**src/rtl/ldpc_pkg.sv**
```systemverilog
// Shared LDPC decoder types: variable-node FSM state encoding and accumulator sizing.
package ldpc_pkg;

    typedef enum logic [1:0] {
        ST_IDLE = 2'd0,
        ST_LOAD = 2'd1,
        ST_EMIT = 2'd2
    } vn_state_e;

    // Sum of dv W-bit messages plus the channel LLR never overflows this width.
    function automatic int unsigned acc_width(input int unsigned w, input int unsigned dv);
        return w + $clog2(dv + 1);
    endfunction

endpackage

```
**src/rtl/vn_serial_sat_clip.sv**
```systemverilog
// Signed narrowing IN_W -> OUT_W: saturating when VN_SAT_EN is defined, wrap-around otherwise.
module sat_clip #(
    parameter int unsigned IN_W  = 18,
    parameter int unsigned OUT_W = 16
) (
    input  logic [IN_W-1:0]  i_d,
    output logic [OUT_W-1:0] o_q
);
`ifdef VN_SAT_EN
    logic w_ovf;

    // Out of range whenever the dropped bits are not all copies of the kept sign bit.
    assign w_ovf = (i_d[IN_W-1:OUT_W-1] != {(IN_W-OUT_W+1){i_d[IN_W-1]}});

    always_comb begin
        o_q = i_d[OUT_W-1:0];
        if (w_ovf) begin
            o_q = i_d[IN_W-1] ? {1'b1, {(OUT_W-1){1'b0}}} : {1'b0, {(OUT_W-1){1'b1}}};
        end
    end
`else
    logic w_unused_hi;

    assign o_q         = i_d[OUT_W-1:0];
    assign w_unused_hi = ^i_d[IN_W-1:OUT_W];
`endif
endmodule

```
**src/rtl/vn_serial.sv**
```systemverilog
// Serial LDPC variable node: accumulates DV c2v beats, then emits DV extrinsic v2c beats.
// Optional saturation of outputs is enabled by defining VN_SAT_EN.
module vn_serial
    import ldpc_pkg::*;
#(
    parameter  int unsigned INT  = 8,
    parameter  int unsigned FRAC = 8,
    parameter  int unsigned DV   = 3,
    localparam int unsigned W    = INT + FRAC,
    localparam int unsigned IW   = $clog2(DV)
) (
    input  logic          clk,
    input  logic          rst_n,
    input  logic [W-1:0]  ch_llr,
    input  logic          in_valid,
    input  logic [W-1:0]  in_msg,
    output logic          in_ready,
    output logic          out_valid,
    input  logic          out_ready,
    output logic [W-1:0]  out_msg,
    output logic [IW-1:0] out_idx,
    output logic          out_last,
    output logic [W-1:0]  belief,
    output logic          hard_bit
);
    localparam int unsigned AW = acc_width(W, DV);

    vn_state_e     r_state;
    logic [AW-1:0] r_acc;
    logic [W-1:0]  r_buf [DV];
    logic [IW-1:0] r_cnt;
    logic [IW-1:0] r_k;
    logic          r_in_ready;

    logic          w_in_fire;
    logic          w_out_fire;
    logic [AW-1:0] w_msg_ext;
    logic [AW-1:0] w_ch_ext;
    logic [AW-1:0] w_buf_ext;
    logic [AW-1:0] w_diff;

    assign w_in_fire  = in_valid & r_in_ready;
    assign w_out_fire = out_valid & out_ready;
    assign w_msg_ext  = {{(AW-W){in_msg[W-1]}}, in_msg};
    assign w_ch_ext   = {{(AW-W){ch_llr[W-1]}}, ch_llr};
    assign w_buf_ext  = {{(AW-W){r_buf[r_k][W-1]}}, r_buf[r_k]};
    assign w_diff     = r_acc - w_buf_ext;

    always_ff @(posedge clk or negedge rst_n) begin
        if (!rst_n) begin
            r_state    <= ST_IDLE;
            r_acc      <= '0;
            r_cnt      <= '0;
            r_k        <= '0;
            r_in_ready <= 1'b0;
            for (int unsigned i = 0; i < DV; i++) begin
                r_buf[i] <= '0;
            end
        end else begin
            case (r_state)
                ST_IDLE: begin
                    r_in_ready <= 1'b1;
                    if (w_in_fire) begin
                        r_acc    <= w_ch_ext + w_msg_ext;
                        r_buf[0] <= in_msg;
                        r_cnt    <= IW'(1);
                        r_state  <= ST_LOAD;
                    end
                end
                ST_LOAD: begin
                    r_in_ready <= 1'b1;
                    if (w_in_fire) begin
                        r_acc        <= r_acc + w_msg_ext;
                        r_buf[r_cnt] <= in_msg;
                        if (r_cnt == IW'(DV - 1)) begin
                            r_cnt      <= '0;
                            r_k        <= '0;
                            r_in_ready <= 1'b0;
                            r_state    <= ST_EMIT;
                        end else begin
                            r_cnt <= r_cnt + 1'b1;
                        end
                    end
                end
                ST_EMIT: begin
                    r_in_ready <= 1'b0;
                    if (w_out_fire) begin
                        if (r_k == IW'(DV - 1)) begin
                            r_k        <= '0;
                            r_in_ready <= 1'b1;
                            r_state    <= ST_IDLE;
                        end else begin
                            r_k <= r_k + 1'b1;
                        end
                    end
                end
                default: begin
                    r_in_ready <= 1'b0;
                    r_state    <= ST_IDLE;
                end
            endcase
        end
    end

    assign in_ready  = r_in_ready;
    assign out_valid = (r_state == ST_EMIT);
    assign out_idx   = r_k;
    assign out_last  = out_valid && (r_k == IW'(DV - 1));
    assign hard_bit  = r_acc[AW-1];

    sat_clip #(.IN_W(AW), .OUT_W(W)) u_clip_msg (
        .i_d (w_diff),
        .o_q (out_msg)
    );

    sat_clip #(.IN_W(AW), .OUT_W(W)) u_clip_bel (
        .i_d (r_acc),
        .o_q (belief)
    );
endmodule
```
**config.mk**
```make
export PLATFORM = sky130hd
export DESIGN_NAME = vn_serial
export DESIGN_NICKNAME = d
export VERILOG_FILES = /design/src/rtl/ldpc_pkg.sv /design/src/rtl/vn_serial_sat_clip.sv /design/src/rtl/vn_serial.sv
export SDC_FILE = /design/constraint.sdc
export NUM_CORES = 1
export LEC_CHECK = 0
export BUFFER_PORTS_ARGS = -buffer_cell sky130_fd_sc_hd__buf_4
export CAP_MARGIN = 15
export CORE_MARGIN = 2
export CORE_UTILIZATION = 64
export DETAILED_ROUTE_END_ITERATION = 10
export PLACE_DENSITY_LB_ADDON = 0.08
export SLEW_MARGIN = 20
export SYNTH_ARGS = -nofsm -noshare
export SYNTH_HDL_FRONTEND = slang
export SYNTH_SLANG_ARGS = --single-unit
```
**constraint.sdc**
```tcl
create_clock -name clk -period 10.05 [get_ports clk]
set_clock_uncertainty 0.2 [all_clocks]
set_input_delay 2.01 -clock clk [delete_from_list [all_inputs] [get_ports clk]]
set_output_delay 2.01 -clock clk [all_outputs]
set_load 0.005 [all_outputs]
```
==> results of run 1 <==
==> flip-flops by register name, indices dropped and copies added (netlist names) <==
| name | cells |
|---|---|
| in_ready | 1 |
| out_idx | 2 |
| r_acc | 18 |
| r_buf | 48 |
| r_cnt | 2 |
| r_state | 2 |
==> stage by stage <==
stage	util (%)	power (mW)	setup slack, ns	std cells	area, um^2
6_report	74.1	2.37	3.88	789	6430
5_1_grt	74.1	2.56	3.60	789	6430
4_1_cts	74.1	2.35	3.93	789	6430
3_5_place_dp	71.3	2.06	4.31	773	6190
3_3_place_gp	71.3	2.00	4.47	773	6190
2_1_floorplan	-	1.59	4.79	629	5720
==> worst min-delay path by stage <==
stage,slack (ns),startpoint,cells after the start,endpoint
floorplan,0.25,r_buf[32],2,r_buf[32]
finish,0.29,r_buf[39],2,r_buf[39]
detailed placement,0.27,r_buf[39],2,r_buf[39]
global placement,0.26,r_buf[38],2,r_buf[38]
global route,0.32,r_buf[39],2,r_buf[39]
CTS,0.29,r_buf[39],2,r_buf[39]
==> final cells by class <==
type	instances	area [um^2]	share of cell area [%]
multi-input cells	505	3620	56.2
flip-flops and latches	73	1830	28.4
repair buffers	75	563	8.76
well taps	108	135	2.10
clock buffers	10	128	1.98
clock inverters	6	116	1.81
inverters	12	45.0	0.701
==> worst reg2reg max path, cell delays in order (launching register included) <==
cell and delay, ns:
dfrtp_1 0.67, nor2b_1 0.66, and2_1 0.84, mux2_2 0.44
==> kinds of logic after synthesis <==
kind of cell               Yosys count  share of synthesized area, %
buffers and inverters               51                          4.81
xor gates and xnor gates            36                          5.51
AOI/OAI and AO/OA                  189                          21.3
and+or+nand+nor                    175                          14.7
DFF                                 73                          31.9
adders and majority gates           51                          11.6
muxes                               54                          10.2
==> Yosys cell counts (7+ instances only) <==
| cell type | count |
|---|---|
| a211oi_1 | 8 |
| xnor2_1 | 23 |
| a21oi_1 | 57 |
| mux2i_1 | 21 |
| buf_4 | 17 |
| clkbuf_1 | 15 |
| nand3_1 | 14 |
| nor2_1 | 42 |
| nand2_1 | 66 |
| mux2_2 | 30 |
| a21o_1 | 20 |
| o21ai_0 | 47 |
| ha_1 | 48 |
| xor2_1 | 13 |
| dfrtp_1 | 73 |
| nor2b_1 | 7 |
| inv_1 | 12 |
| o21ai_1 | 8 |
==> power by group <==
group | total [mW] | internal (mW) | switching [mW]
registers | 0.576 | 0.431 | 0.145
clock network | 0.282 | 0.166 | 0.116
logic | 1.51 | 0.748 | 0.761
==> routing by layer <==
metal	up-vias	wire, um
met3	19	965
met1	2393	6370
met2	207	7120
met5	-	0
li1	2365	-
met4	0	201
==> impl_metrics.py, run 1 <==
metrics = {
    "setup_path": {
        "startpoint_type": "flop",
        "cp_num_buf_inv": 1,
        "crit_end": "out_msg[13]",
        "crit_chain": "mux2i_1 > nor2_1 > a21oi_1 > ha_1 > nor2b_1 > o31a_1 > o21ai_1 > a21oi_1 > o311ai_1 > nand3_1 > o311ai_0 > buf_4",
        "startpoint": "out_idx[1]",
        "r2r_cells": 3,
        "cpPeakStageDelay_ns": 1.04,
        "worst-path-stages": 12,
        "reg2reg_slack_ns": 7.14,
        "cpLargestDelayFamily": "compound AO/OA/AOI/OAI gates",
        "r2r-end": "r_buf[11]",
        "r2r-start": "r_state[0]",
        "arrival_ns": 3.96,
        "required_ns": 7.84,
        "end_kind": "output port",
        "crit_slowest_cell": "dfrtp_1",
        "cpMostUsedCell": "a21oi_1",
        "cp_max_fo": 22,
        "crit_type": "flop to output port",
    },
    "clock_network": {
        "post_cts_buffers": 0,
        "numCtsBuffers": 9,
        "cts_max_level": 3,
        "clock-root-buffer": "clkbuf_8",
        "clock-sinks": 73,
        "clkLatencyLatePin_ns": 0.35,
        "clkTransAtPathRegs_ns": 0.08,
        "cts_tree": "yes",
        "clockBufferDepth": 2,
        "holdBufCountCts": 0,
        "post_cts_resized": 0,
    },
    "routing": {
        "drt_first_pass_iters": 4,
        "drt_iter0_markers": 339,
        "vias": 4984,
        "wire_per_inst_um": 18.6,
        "avgViaCountPerCell": 6.32,
        "drc": 0,
        "drt_wl_total_mm": 14.7,
        "antenna_left": 0,
    },
    "grt": {
        "grt-busiest-layer": "met2",
        "grt_max_degree": 74,
        "overflow": 0,
        "antenna_found_initial": 0,
        "grt_pass1_vias": 4861,
        "grt_pass1_wl_mm": 23.9,
        "gr-usage-met3_pct": 3.12,
        "grtUsageMet1_pct": 42.6,
        "grtUsageMet2_pct": 51.7,
        "grt_use_total_pct": 30.7,
    },
    "logic_synthesis": {
        "ys_ff_latch": 73,
        "yosysWarnings": 0,
        "syn_area_mm2": 0.00572,
        "synth_top_area_share_pct": 31.9,
        "netlist_instances": 629,
        "ys_seq_area_share_pct": 31.9,
        "ys.flop_type": "dfrtp_1",
        "async_flop_share_pct": 100,
        "synth_enable_flop_cells": 0,
        "synth_top_area_cell": "dfrtp_1",
        "synth_cell_types": 73,
        "ys_top_cells_by_area": "dfrtp_1, ha_1, mux2_2, a21oi_1, nand2_1",
        "syn_area_per_cell_um2": 9.09,
        "synth_fp_nets": 716,
    },
    "placement": {
        "dp_hpwl_mm": 10.9,
        "gp_congestion": 0.986,
        "port_buffers": 73,
    },
    "floorplan": {
        "start_util_pct": 65.9,
        "die_area_mm2": 0.00971,
        "die_w_um": 98.5,
        "pin_count": 74,
        "core-area_mm2": 0.00868,
        "rows": 34,
        "die_h_um": 98.5,
    },
    "power_and_ir_drop": {
        "p_leak_nw": 2.94,
        "p_per_area_mw_per_mm2": 368,
        "vdd_drop_max_mv": 0.155,
    },
    "timing": {
        "slew_headroom_pct": 30.6,
        "period_minus_slack_ns": 6.17,
        "hold_ws_ns": 0.288,
        "fin_crit_sh_pct": 61.4,
        "setup_tns_ns": 0,
        "worstMarginPinSlew_ns": 1.04,
        "max_freq_ghz": 0.162,
        "setup_viol": 0,
        "drv_slew": 0,
        "rsz0062_at_grt": "false",
        "finalHoldViolCount": 0,
    },
    "layout": {
        "nets": 763,
        "diodes": 0,
        "fill_cells": 684,
        "layout_commonest_cell": "buf_4",
        "drive_gt1_share_pct": 20.4,
        "area_growth_pct": 12.5,
        "final_cell_mix": "buf_4, dfrtp_1, nand2_1",
    },
    "run_status": {
        "run_status": "finished, final reports clean",
    },
    "worst_hold_path": {
        "hold_class": "flop to flop",
    },
    "run": {
        "cap_violations": 0,
    },
}
Note: power is estimated with default switching activity, not from simulation.
==> run 2, diff against run 1 <==
- CORE_UTILIZATION: 64 -> 59
- clock period: 10.05 -> 6.1 ns (I/O delays scaled with it)
==> run 2 against run 1 <==
Clock power is 36% higher. Critical path depth is 1 lower. Sequential share of layout area rose by 0.072 points. Global-route usage shrank 2.2 points. Combinational power up 63%. First-iteration DRC count shrank 31%. Cell area is 0.25% lower. Worst setup slack got worse by 2.9 ns. Routed wire length shrank 2.9%. Sequential power increased by 63%. Worst hold slack got worse by 0.0078 ns. Largest power group unchanged. Highest routed layer unchanged.
==> impl_metrics.py, run 2 (synthesized netlist as in run 1, its figures left out) <==
metrics = {
    "layout": {
        "final_cell_mix": "buf_4, dfrtp_1, nand2_1",
        "seq_area_mm2": 0.00183,
        "largest_reg_flops": 48,
        "largest-register": "r_buf",
        "diodes": 0,
        "reg_top3": "r_buf (48), r_acc (18)",
        "final_cells": 810,
        "fill_cells": 774,
        "design_area_mm2": 0.00641,
        "area_growth_pct": 12.2,
        "layout_commonest_cell": "buf_4",
        "multiInputGateArea_mm2": 0.00362,
        "drive_gt1_share_pct": 20.6,
        "nets": 764,
    },
    "setup_path": {
        "r2r-end": "r_acc[10]",
        "end_kind": "output port",
        "r2r-start": "r_acc[0]",
        "arrival_ns": 3.68,
        "crit_type": "flop to output port",
        "reg2reg_slack_ns": 3.20,
        "r2r_cells": 9,
        "cp_max_fo": 22,
        "startpoint_type": "flop",
        "crit_end": "out_msg[11]",
        "required_ns": 4.68,
        "startpoint": "out_idx[0]",
    },
    "timing": {
        "setup_viol": 0,
        "period_minus_slack_ns": 5.10,
        "setup_tns_ns": 0,
        "worstMarginPinSlew_ns": 0.971,
        "rsz0062_at_grt": "false",
        "hold_ws_ns": 0.280,
        "fin_crit_sh_pct": 83.6,
        "max_freq_ghz": 0.196,
        "finalHoldViolCount": 0,
        "slew_headroom_pct": 35.1,
        "drv_slew": 0,
    },
    "clock_network": {
        "clkTransAtPathRegs_ns": 0.08,
        "cts_tree": "yes",
        "cts_max_level": 3,
        "clock-root-buffer": "clkbuf_8",
        "numCtsBuffers": 9,
        "holdBufCountCts": 0,
        "clock-sinks": 73,
        "post_cts_buffers": 0,
        "post_cts_resized": 0,
        "clkLatencyLatePin_ns": 0.35,
        "clockBufferDepth": 2,
    },
    "floorplan": {
        "die_area_mm2": 0.0105,
        "core-area_mm2": 0.00933,
        "rows": 35,
        "die_w_um": 102,
        "die_h_um": 102,
        "pin_count": 74,
        "start_util_pct": 61.3,
    },
    "grt": {
        "grt_use_total_pct": 28.5,
        "overflow": 0,
        "antenna_found_initial": 0,
        "grt_pass1_vias": 4541,
        "grt_max_degree": 74,
        "grt_pass1_wl_mm": 23.1,
    },
    "routing": {
        "drt_iter0_markers": 233,
        "wire_per_inst_um": 17.6,
        "avgViaCountPerCell": 6.03,
        "drc": 0,
        "drt_first_pass_iters": 5,
        "antenna_left": 0,
        "vias": 4888,
        "drt_wl_total_mm": 14.2,
    },
    "power_and_ir_drop": {
        "vdd_drop_max_mv": 0.342,
        "totalPowerFinal_mw": 3.78,
        "p_leak_nw": 2.92,
        "p_per_area_mw_per_mm2": 590,
    },
    "run": {
        "cap_violations": 0,
    },
    "run_status": {
        "run_status": "finished, final reports clean",
    },
    "worst_hold_path": {
        "hold_class": "flop to flop",
    },
    "placement": {
        "dp_cells": 795,
        "gp_congestion": 0.890,
        "port_buffers": 73,
        "placed_area_mm2": 0.00622,
        "dp_hpwl_mm": 10.8,
    },
}
==> run 2: cell count changes in the layout (fill, tap and decap cells not counted) <==
cell	change
buf_4	+1
clkbuf_8	+1
clkinv_4	-2
bufinv_16	-2
clkbuf_1	-1
clkinv_2	+2
clkinvlp_4	+1
==> run 2: worst min-delay path by stage <==
stage,cells after the start,slack (ns),from,endpoint
2_1_floorplan,2,0.25,r_buf[32],r_buf[32]
3_5_place_dp,2,0.27,r_buf[42],r_buf[42]
3_3_place_gp,2,0.26,r_buf[42],r_buf[42]
5_1_grt,1,0.31,r_buf[15],r_buf[15]
4_1_cts,2,0.29,r_buf[42],r_buf[42]
6_report,2,0.28,r_buf[42],r_buf[42]
==> run 2: layout make-up <==
| cell class | count | area share, % |
|---|---|---|
| Clock buffer | 10 | 2.15 |
| Clock inverter | 5 | 0.878 |
| Inverter | 12 | 0.702 |
| Multi-Input combinational cell | 505 | 56.4 |
| Sequential cell | 73 | 28.5 |
| Tap cell | 129 | 2.52 |
| Timing Repair Buffer | 76 | 8.90 |
==> run 2: metrics by stage <==
step	worst slack, ns	utilization [%]
after floorplan	1.63	-
after global placement	1.53	66.7
after detailed placement	1.39	66.7
after CTS	0.990	68.8
after global routing	0.738	68.8
final	1.00	68.8
==> run 2: worst max-delay path: stages (launching register included) <==
cell      delay [ns]
dfrtp_1         0.79
nor2b_1         0.33
buf_4           0.25
a21oi_1         0.11
ha_1            0.33
o21a_1          0.13
o31a_1          0.12
o21ai_1         0.26
a21oi_1         0.15
o311ai_1        0.45
a21boi_0        0.26
buf_4           0.15
==> run 2: routing by layer <==
metal,track usage [%],vias up,routed length [um]
met5,0,-,0
met4,6.36,0,153
met3,3.49,11,719
met2,44.7,147,6590
met1,42.3,2369,6780
li1,-,2361,-
==> run 2: report_power, final <==
group          internal (mW)  switching (mW)  leakage [nW]  total, mW
combinational           1.23            1.23          1.93       2.46
sequential             0.710           0.229         0.891      0.939
clock                  0.197           0.187        0.0981      0.384
total                   2.14            1.65          2.92       3.78
==> run 3, diff against run 2 <==
- CORE_UTILIZATION: 59 -> 54
- clock period: 6.1 -> 4.3 ns (I/O delays scaled with it)
==> run 3 against run 2 <==
Final cell count rose by 1.5%. Utilization is 5.7 points lower. Critical path type unchanged. Clock-buffer cell count did not move. Largest power group unchanged. Critical path depth rose by 3. Cell area grew 1.6%. Largest cell class unchanged. Via count shrank 0.35%.
==> impl_metrics.py, run 3 (synthesized netlist as in run 1, its figures left out) <==
metrics = {
    "placement": {
        "dp_hpwl_mm": 10.9,
        "port_buffers": 73,
        "gp_congestion": 0.948,
        "dp_cells": 805,
    },
    "setup_path": {
        "startpoint_type": "flop",
        "cp_max_fo": 8,
        "cpPeakStageDelay_ns": 0.45,
        "crit_chain": "buf_6 > mux2i_1 > o21ai_0 > ha_2 > inv_1 > fa_2 > a211oi_2 > o21ai_2 > nand2_1 > nand4_1 > a31o_2 > a21oi_1 > xnor2_1 > buf_4",
        "required_ns": 3.24,
        "crit_type": "flop to output port",
        "crit_slowest_cell": "dfrtp_2",
        "arrival_ns": 3.12,
        "end_kind": "output port",
    },
    "layout": {
        "nets": 769,
        "reg_top3": "r_buf (48), r_acc (18)",
        "seq_area_mm2": 0.00183,
        "area_growth_pct": 13.9,
        "drive_gt1_share_pct": 22.7,
        "largest-register": "r_buf",
        "final_cells": 822,
        "final_cell_mix": "buf_4, dfrtp_1, nand2_1",
        "layout_commonest_cell": "buf_4",
        "largest_reg_flops": 48,
        "multiInputGateArea_mm2": 0.00366,
        "fill_cells": 884,
        "diodes": 0,
        "utilization_pct": 63.1,
    },
    "timing": {
        "slew_headroom_pct": 33.2,
        "rsz0062_at_grt": "true",
        "setup_tns_ns": 0,
        "worstMarginPinSlew_ns": 1.00,
        "finalHoldViolCount": 0,
        "fin_crit_sh_pct": 97.2,
        "setup_viol": 0,
        "drv_slew": 0,
        "max_freq_ghz": 0.239,
        "period_minus_slack_ns": 4.18,
    },
    "grt": {
        "grt_pass1_vias": 4633,
        "grt_max_degree": 74,
        "grt_pass1_wl_mm": 23.3,
        "antenna_found_initial": 0,
        "overflow": 0,
        "grt_use_total_pct": 26.3,
    },
    "clock_network": {
        "clockBufferDepth": 2,
        "numCtsBuffers": 9,
        "cts_max_level": 3,
        "cts_tree": "yes",
        "clock-root-buffer": "clkbuf_8",
        "clkTransAtPathRegs_ns": 0.09,
        "clock-sinks": 73,
        "clkLatencyLatePin_ns": 0.35,
    },
    "routing": {
        "drt_iter0_markers": 306,
        "vias": 4871,
        "drt_first_pass_iters": 5,
        "avgViaCountPerCell": 5.93,
        "drt_wl_total_mm": 14.7,
        "antenna_left": 0,
        "drc": 0,
        "wire_per_inst_um": 17.8,
    },
    "floorplan": {
        "pin_count": 74,
        "die_w_um": 107,
        "die_h_um": 107,
        "die_area_mm2": 0.0114,
        "start_util_pct": 55.4,
        "rows": 37,
        "core-area_mm2": 0.0103,
    },
    "run_status": {
        "run_status": "finished, final reports clean",
    },
    "worst_hold_path": {
        "hold_class": "flop to flop",
    },
    "power_and_ir_drop": {
        "totalPowerFinal_mw": 5.49,
        "vdd_drop_max_mv": 0.608,
        "p_per_area_mw_per_mm2": 843,
        "p_leak_nw": 2.95,
    },
    "run": {
        "cap_violations": 0,
    },
}
==> run 3: changes by cell type in the layout (fill, tap and decap cells not counted), sizes merged <==
cell  delta
buf      +5
==> run 3: what timing repair did <==
item / 4_1_cts / 5_1_grt
buffers inserted: 0 / 2
setup endpoints to repair: 4 / 5
gates resized for setup: 4 / 12
pin swaps: 0 / 6
hold buffers: 0 / 0
==> run 3: final cells by class <==
cell class                      instances  area share [%]
Multi-Input combinational cell        505            56.1
Tap cell                              136            2.61
Timing Repair Buffer                   81            9.51
Clock buffer                           10            2.11
Clock inverter                          5           0.864
Sequential cell                        73            28.1
Inverter                               12           0.691
==> run 3: final timing paths <==
check,start,endpoint,slack (ns),cells after the start
max,out_idx[1],out_msg[14],0.12,14
min,r_buf[39],r_buf[39],0.29,2
max reg2reg,r_state[0],r_buf[8],1.29,3
min reg2reg,r_buf[39],r_buf[39],0.29,2
max in group asynchronous,rst_n,out_idx[1],2.80,1
min in group asynchronous,rst_n,r_acc[2],0.43,1
==> run 3: critical path: cells and delay by family, from the launching register on <==
kind | cells | cell delay, ns
AO/OA/AOI/OAI | 5 | 0.93
XOR/XNOR | 1 | 0.14
adder cells (fa/ha/maj) | 2 | 0.59
buffers and inverters | 3 | 0.33
flip-flops | 1 | 0.45
multiplexers | 1 | 0.12
AND/OR/NAND/NOR | 2 | 0.19
==> run 3: stage by stage <==
| step | setup WS [ns] | hold WS, ns | area, um^2 |
|---|---|---|---|
| 2_1_floorplan | 0.194 | 0.249 | 5720 |
| 3_3_place_gp | 0.422 | 0.263 | 6250 |
| 3_5_place_dp | 0.255 | 0.269 | 6250 |
| 4_1_cts | 0.00507 | 0.287 | 6460 |
| 5_1_grt | -0.0585 | 0.314 | 6520 |
| 6_report | 0.120 | 0.286 | 6520 |
==> run 3: routing by layer <==
metal / share of wire, % / track usage (%) / vias to the layer above
met4: 2.5 / 11.2 / 0
met5: 0 / 0 / -
met1: 49 / 38.4 / 2326
li1: - / - / 2375
met2: 44 / 39.5 / 143
met3: 4.6 / 2.86 / 27
==> run 3: power by group <==
group          switching [mW]  total, mW  internal (mW)
clock                   0.268      0.548          0.280
combinational            1.82       3.62           1.81
sequential              0.308       1.32           1.01
total                    2.39       5.49           3.10
